### src/rtl/program_loader.sv
// Boot-time program loader: receives a length-prefixed, XOR-checksummed byte
// stream and writes it into instruction memory. The core is released from
// reset only after the checksum over the data bytes matches.
module program_loader #(
  parameter int IM_DEPTH = 256
) (
  input  logic        clk,
  input  logic        rst,
  input  logic        rx_valid,
  input  logic [7:0]  rx_data,
  output logic        rx_ready,
  output logic        im_we,
  output logic [15:0] im_addr,
  output logic [15:0] im_wdata,
  output logic        core_rst_n,
  output logic        load_done,
  output logic        load_err,
  output logic [15:0] word_count
);

  typedef enum logic [2:0] {
    S_LEN_HI,
    S_LEN_LO,
    S_DATA_HI,
    S_DATA_LO,
    S_CHECK,
    S_DONE,
    S_ERR
  } state_t;

  // Compare the 16-bit length with one spare bit so IM_DEPTH = 65536 still works.
  localparam logic [16:0] DEPTH_L = 17'(IM_DEPTH);

  state_t      state;
  logic [7:0]  len_hi;
  logic [7:0]  data_hi;
  logic [7:0]  run_xor;
  logic [15:0] len;
  logic        acc;
  logic [15:0] len_rx;
  logic [15:0] wc_next;

  assign acc     = rx_valid & rx_ready;
  assign len_rx  = {len_hi, rx_data};
  assign wc_next = word_count + 16'd1;

  // Byte holding registers: only ever read after being written in the same
  // load, so they carry no reset.
  always_ff @(posedge clk) begin
    if (acc && state == S_LEN_HI) len_hi  <= rx_data;
    if (acc && state == S_DATA_HI) data_hi <= rx_data;
  end

  // Loader FSM with registered handshake, memory-write and status outputs.
  always_ff @(posedge clk or negedge rst) begin
    if (!rst) begin
      state      <= S_LEN_HI;
      rx_ready   <= 1'b0;
      im_we      <= 1'b0;
      im_addr    <= 16'd0;
      im_wdata   <= 16'd0;
      word_count <= 16'd0;
      core_rst_n <= 1'b0;
      load_done  <= 1'b0;
      load_err   <= 1'b0;
      run_xor    <= 8'd0;
      len        <= 16'd0;
    end else begin
      // Write strobe is a single-cycle pulse following each low data byte.
      im_we <= 1'b0;
      case (state)
        S_LEN_HI: begin
          rx_ready <= 1'b1;
          if (acc) state <= S_LEN_LO;
        end

        S_LEN_LO: begin
          rx_ready <= 1'b1;
          if (acc) begin
            len <= len_rx;
            if ({1'b0, len_rx} > DEPTH_L) begin
              state    <= S_ERR;
              rx_ready <= 1'b0;
              load_err <= 1'b1;
            end else if (len_rx == 16'd0) begin
              state <= S_CHECK;
            end else begin
              state <= S_DATA_HI;
            end
          end
        end

        S_DATA_HI: begin
          rx_ready <= 1'b1;
          if (acc) begin
            run_xor <= run_xor ^ rx_data;
            state   <= S_DATA_LO;
          end
        end

        S_DATA_LO: begin
          rx_ready <= 1'b1;
          if (acc) begin
            run_xor    <= run_xor ^ rx_data;
            im_we      <= 1'b1;
            im_addr    <= word_count;
            im_wdata   <= {data_hi, rx_data};
            word_count <= wc_next;
            state      <= (wc_next == len) ? S_CHECK : S_DATA_HI;
          end
        end

        S_CHECK: begin
          rx_ready <= 1'b1;
          if (acc) begin
            rx_ready <= 1'b0;
            if (rx_data == run_xor) begin
              state      <= S_DONE;
              load_done  <= 1'b1;
              core_rst_n <= 1'b1;
            end else begin
              state    <= S_ERR;
              load_err <= 1'b1;
            end
          end
        end

        S_DONE: rx_ready <= 1'b0;

        S_ERR: rx_ready <= 1'b0;

        default: begin
          rx_ready <= 1'b0;
          load_err <= 1'b1;
          state    <= S_ERR;
        end
      endcase
    end
  end

endmodule
### config.mk
export PLATFORM = sky130hd
export DESIGN_NAME = program_loader
export DESIGN_NICKNAME = d
export VERILOG_FILES = /design/src/rtl/program_loader.sv
export SDC_FILE = /design/constraint.sdc
export NUM_CORES = 1
export LEC_CHECK = 0
export BUFFER_PORTS_ARGS = -buffer_cell sky130_fd_sc_hd__buf_2
export CAP_MARGIN = 0
export CORE_MARGIN = 1
export CORE_UTILIZATION = 45
export DETAILED_ROUTE_END_ITERATION = 12
export HOLD_SLACK_MARGIN = 0.1
export PLACE_DENSITY = 0.65
export SYNTH_ARGS = -nofsm -noshare
export SYNTH_HDL_FRONTEND = slang
export SYNTH_SLANG_ARGS = --single-unit
### constraint.sdc
create_clock -name clk -period 2.57 [get_ports clk]
set_input_delay 0.771 -clock clk [delete_from_list [all_inputs] [get_ports clk]]
set_output_delay 0.771 -clock clk [all_outputs]
set_load 0.01 [all_outputs]
**After elaboration in Yosys (flattened, before gate mapping)**

Index checks and enable logic that the tools add are counted.

- Word-level logic and storage cells: 68
- Input port bits: 11
- Output and inout bits: 53
- Register bits after elaboration: 95

- Add/sub/neg operators: 1
- $lt $le $gt $ge: 1
- Eq/ne operators: 15
- Mux-type cells: 21
- Reduce and logical (&&, ||, !) cells: 14
- Bitwise logic cells: 4

Operator list:

| cell | number |
|---|---|
| 3-bit 2-to-1 mux | 8 |
| 3-bit one-hot mux with 6 select lines | 1 |
| 16-bit by 1-bit adder with 16-bit output, second input constant | 1 |
| 16-bit equality test | 1 |
| 16-bit by 9-bit greater-than comparator with 1-bit output, second input constant | 1 |
| 16-bit logical NOT | 1 |
| 2-bit inequality test, second input constant | 7 |
| 3-bit equality test, second input constant | 3 |
| 1-bit 2-to-1 mux | 9 |
| 8-bit equality test | 1 |
| 8-bit bitwise XOR | 1 |
| 3-bit by 2-bit equality test with 1-bit output, second input constant | 2 |
| 1-bit one-hot mux with 3 select lines | 2 |
| 2-bit AND reduction | 3 |
| 6-bit AND reduction | 1 |
| 5-bit AND reduction | 1 |
| 5-bit OR reduction | 1 |
| 2-bit OR reduction | 2 |
| 3-bit by 1-bit equality test with 1-bit output, second input constant | 1 |
| 3-bit logical NOT | 1 |
| 3-bit AND reduction | 1 |
| 3-bit OR reduction | 1 |
| 1-bit logical AND | 2 |
| 2-bit 2-to-1 mux | 1 |
| 2 further kinds | 3 |

**Depth between registers and ports, before layout**

- Depth in word-level cells: 5
- Gate-level depth with buffers: 9
- Depth with buffers taken out: 8

**Worst setup path after synthesis**

Ideal clock, no wire load.

- Path type: input to register
- From: input rx_valid
- To: register len[0]
- Setup time: 125 ps
- Arrival time: 2032 ps
- Path slack: 413 ps
- Stages on the path: 6
- Required time: 2445 ps
- Cell sequence: nand2_1 nor2_1 and3_1 clkbuf_1 buf_2 mux2_2

- Word-level cells in the longest chain between the ends: 2

Ends and longest elaborated chain:

| what | RTL line | RTL |
|---|---|---|
| from (decl) | 9 | `input logic rx_valid,` |
| 1-bit bitwise AND | 43 | `assign acc = rx_valid & rx_ready;` |
| 2-bit AND reduction (no source line) | - |  |
| to (signal assigned) | 80 | `len <= len_rx;` |
| to (decl) | 38 | `logic [15:0] len;` |

No other way between the ends.
A chain may end at the register's enable or synchronous reset.

**Final worst setup path**

- From: register word_count[0]
- To: register state[2]

- Word-level cells in the longest chain between the ends: 5

Ends and longest elaborated chain:

| what | RTL line | RTL |
|---|---|---|
| from (decl) | 18 | `output logic [15:0] word_count` |
| from (signal assigned) | 108 | `word_count <= wc_next;` |
| 16-bit by 1-bit adder with 16-bit output | 45 | `assign wc_next = word_count + 16'd1;` |
| 16-bit equality test | 109 | `state <= (wc_next == len) ? S_CHECK : S_DATA_HI;` |
| 3-bit 2-to-1 mux | 109 |  |
| 3-bit 2-to-1 mux | 103 | `if (acc) begin` |
| 3-bit one-hot mux with 6 select lines | 71 | `case (state)` |
| to (signal assigned) | 109 |  |
| to (decl) | 34 | `state_t state;` |

No other way between the ends. The select of a mux whose other input is x is not followed.

==> results.rst <==
.. list-table::
   :header-rows: 1

   * - Metric
     - Value
   * - Final TNS setup
     - 0 ns
   * - Post-Place Worst Slack
     - approximately 0.18 ns
   * - Endpoint class of the critical path
     - flop
   * - Max-slew violation total from the final report
     - 0
   * - Standard-cell rows
     - 35
   * - FF-to-FF Start
     - word_count[0]
   * - Reported max-cap violation count
     - 0
   * - Number of synthesized register bits
     - 95
   * - Netlist Area Pre-Place
     - 4350 um^2
   * - Slowest cell delay on critical path
     - 0.51 ns
   * - Synthesized instance count
     - ~420
   * - Number of resized instances in the post-cts repair step
     - 0
   * - TritonCTS clock tree
     - yes
   * - GRT Overall Usage
     - 21.3%
   * - Post-route setup slack
     - 0.175 ns
   * - Number of flops mapped to enable cells by yosys
     - 16
   * - Highest clock frequency the design can meet
     - 418 MHz
   * - Clock latency on the worst-skew pair
     - 0.35 ns
   * - Kind of start point of the critical path
     - flop
   * - Number of nets produced by synthesis
     - 433
   * - Pin count of the biggest net entering global routing
     - 80
   * - Post-CTS clock slew at the launch and capture registers of the worst setup and hold paths
     - approximately 0.090 ns
   * - Clock skew
     - roughly 0.0083 ns
   * - Type of the most critical hold path
     - in2async
   * - Port-buffer cells
     - 63
   * - Initial Util
     - 46.7%
   * - Number of design-rule violations left by the first detailed-router iteration
     - ~160
   * - Cell total after placement
     - 605
   * - Post-detailed-routing wire length
     - 9780 um
   * - HPWL Detailed
     - 6800 um
   * - Most common cell after layout, fill and taps aside
     - nand2_1
   * - Final instance count without filler cells
     - 621
   * - Number of antenna diodes
     - 0
   * - Maximum vdd ir drop
     - approximately 0.55 mV
   * - Buffer depth of the longest clock path
     - 2
   * - Share of layout cells above drive strength 1
     - a little under a quarter
   * - FFs w/ async S/R, synth
     - 83.2%
   * - Critical path cell sequence
     - ha_1 -> nand4_1 -> nor2_1 -> o21a_1 -> nor3b_1 -> o311a_1 -> a31o_1 -> a41o_1
   * - Placeable core area
     - 9330 um^2
   * - Unrepaired setup endpoints after global routing
     - no
   * - Worst setup path class
     - reg2reg
   * - Highest fanout seen on the critical path
     - 6
   * - Number of top-level pins
     - 64
   * - Number of H-tree levels
     - 3
   * - Count of endpoints failing hold in the final timing report
     - 0
   * - Hold_buf cts
     - 0
   * - Detailed Routing Iterations Pass 1
     - 4
   * - Post-CTS Setup Inserts
     - 0
   * - Count of distinct cell types in the synthesized netlist
     - 51
   * - Via Count
     - 3,190
   * - Net switching power
     - about 0.0016 W
   * - Die height
     - 100 um
   * - Vias in the first global route
     - between 3k and 4k
   * - Number of clock buffers inserted by TritonCTS
     - 9
   * - Switch share
     - 35.0%
   * - CP Launch Point
     - word_count[0]
   * - Power per Cell Area
     - 892 nW/um^2
   * - Status
     - complete, no violations
   * - Routed wire per std cell
     - 15.8 um
   * - Root buffer cell
     - clkbuf_8
   * - Slew headroom
     - between 60% and 70%
   * - Critical path capture point
     - state[2]
   * - Arrival @ worst endpoint
     - 2.65 ns
   * - Sinks on the clock net
     - 95
   * - FF-to-FF path depth
     - 8
   * - R2R Setup Slk
     - approximately 0.18 ns
   * - Antenna violations before repair
     - 0
   * - Area of the die
     - 10,100 um^2
   * - DRC viols
     - 0
   * - Period minus WS final
     - 2.39 ns
   * - Share of total power in sequential cells
     - 50.5%
   * - NumNets Final
     - 499
   * - Avg Inst Size Synth
     - 10.3 um^2
   * - Fin crit share
     - 93.2%
   * - Internal power
     - 0.00290 W
   * - Number of routed nets with antenna violations
     - 0
   * - Worst reg2reg endpoint
     - state[2]
   * - Final worst hold slack
     - 0.425 ns
   * - Power share of the combinational group
     - 29.6%
   * - Slowest cell on the critical path
     - dfrtp_1
   * - Total leakage power
     - ~2.5 nW
   * - Final RePlAce weighted congestion
     - 0.847
   * - Area overhead of the layout relative to synthesis
     - 15.1%
   * - Final setup violation count
     - 0
   * - Data required time at the worst endpoint
     - 2.82 ns
   * - Global-route wire length before repair
     - 16,300 um
   * - Clock network fraction of design power
     - 19.9%
   * - Detail-routed via count per cell
     - 5.14
   * - Share of synthesized area occupied by flip-flops and latches
     - 56.4%
   * - Transition time at the pin with the least slew margin
     - 0.536 ns
   * - Predominant post-synthesis flop cell
     - dfrtp_1
   * - Count of synthesis-stage warnings from yosys
     - 0
   * - Die extent in x
     - about 100 um
   * - Commonest cells after routing, fill and taps aside
     - nand2_1, dfrtp_1, buf_2
   * - Congestion Overflow GR
     - 0
worst max-delay path: cells and delay by family (launching register included):
kind / cells / cell delay, ns
compound gates: 4 / 0.97
simple gates: 3 / 0.54
flops: 1 / 0.51
fa+ha+maj: 1 / 0.27
sequential cells by signal, indices dropped and copies added (netlist names), 3 cells and up:
name and count:
len 16, im_wdata 16, run_xor 8, state 3
data_hi 8, word_count 16, len_hi 8, im_addr 16
power by group through the flow:
stage	clock network, W	logic [W]	registers (W)
floorplan	0	0.000902	0.00226
global placement	0	0.00131	0.00227
detailed placement	0	0.00134	0.00229
CTS	0.000924	0.00134	0.00226
global route	0.000990	0.00150	0.00232
finish	0.000890	0.00132	0.00226
final cells by class:
class | instances | area (um^2)
fillers | 875 | 4320
flip-flops and latches | 95 | 2460
multi-input cells | 299 | 1760
repair buffers | 79 | 450
well taps | 129 | 161
clock buffers | 10 | 128
clock inverters | 6 | 42.5
inverters | 3 | 11.3
stage by stage:
step | instance area (um^2) | utilization (%) | total power [W]
floorplan | 4350 | - | 0.00316
global placement | 4840 | 51.9 | 0.00358
detailed placement | 4840 | 51.9 | 0.00362
CTS | 5010 | 53.7 | 0.00453
global route | 5010 | 53.7 | 0.00481
finish | 5010 | 53.7 | 0.00447
how the worst min path moves through the flow:
stage / from / to / slack (ns) / cells past startpoint
after CTS: rst / im_addr[1] / 0.43 / 2
after floorplan: data_hi[2] / im_wdata[10] / 0.41 / 2
after global placement: data_hi[3] / im_wdata[11] / 0.42 / 2
after detailed placement: data_hi[2] / im_wdata[10] / 0.43 / 2
after global routing: rst / im_addr[1] / 0.45 / 2
final: rst / im_addr[1] / 0.43 / 2
cells in the mapped netlist (2+ instances only):
library cell,instances,area share [%]
and2_1,2,0.29
nand2_1,131,11
clkbuf_1,8,0.69
o21ai_0,3,0.34
buf_1,2,0.17
nand3_1,10,1.1
nor2b_1,3,0.43
a21oi_1,7,0.80
nor4_1,7,1.0
buf_2,8,0.92
mux2_2,16,4.1
buf_4,5,0.86
nand2b_1,2,0.29
o22ai_1,2,0.29
xnor2_1,25,5.0
a221oi_1,2,0.40
inv_1,3,0.26
nor3_1,6,0.69
o31ai_1,2,0.34
mux2i_1,2,0.46
nor2_1,18,1.6
nand4_1,8,1.1
and3_1,5,0.72
xor2_1,23,4.6
dfrtp_1,79,45
o21bai_1,2,0.34
edfxtp_1,16,11
routing by layer:
layer | track usage, % | wire length, um
met5 | 0 | 0
met4 | 5.02 | 85
met3 | 3.90 | 301
met2 | 35.3 | 4660
met1 | 29.2 | 4730
logic make-up after synthesis:
| logic type | count (synthesis) | share of synthesized area, % |
|---|---|---|
| XOR/XNOR | 48 | 9.66 |
| AND/OR/NAND/NOR | 203 | 21.1 |
| adder cells (fa/ha/maj) | 1 | 0.287 |
| flip-flops | 95 | 56.4 |
| buffers and inverters | 27 | 3.16 |
| multiplexers | 18 | 4.60 |
| AO/OA/AOI/OAI | 29 | 4.77 |
Power figures use the tool's default switching activity.
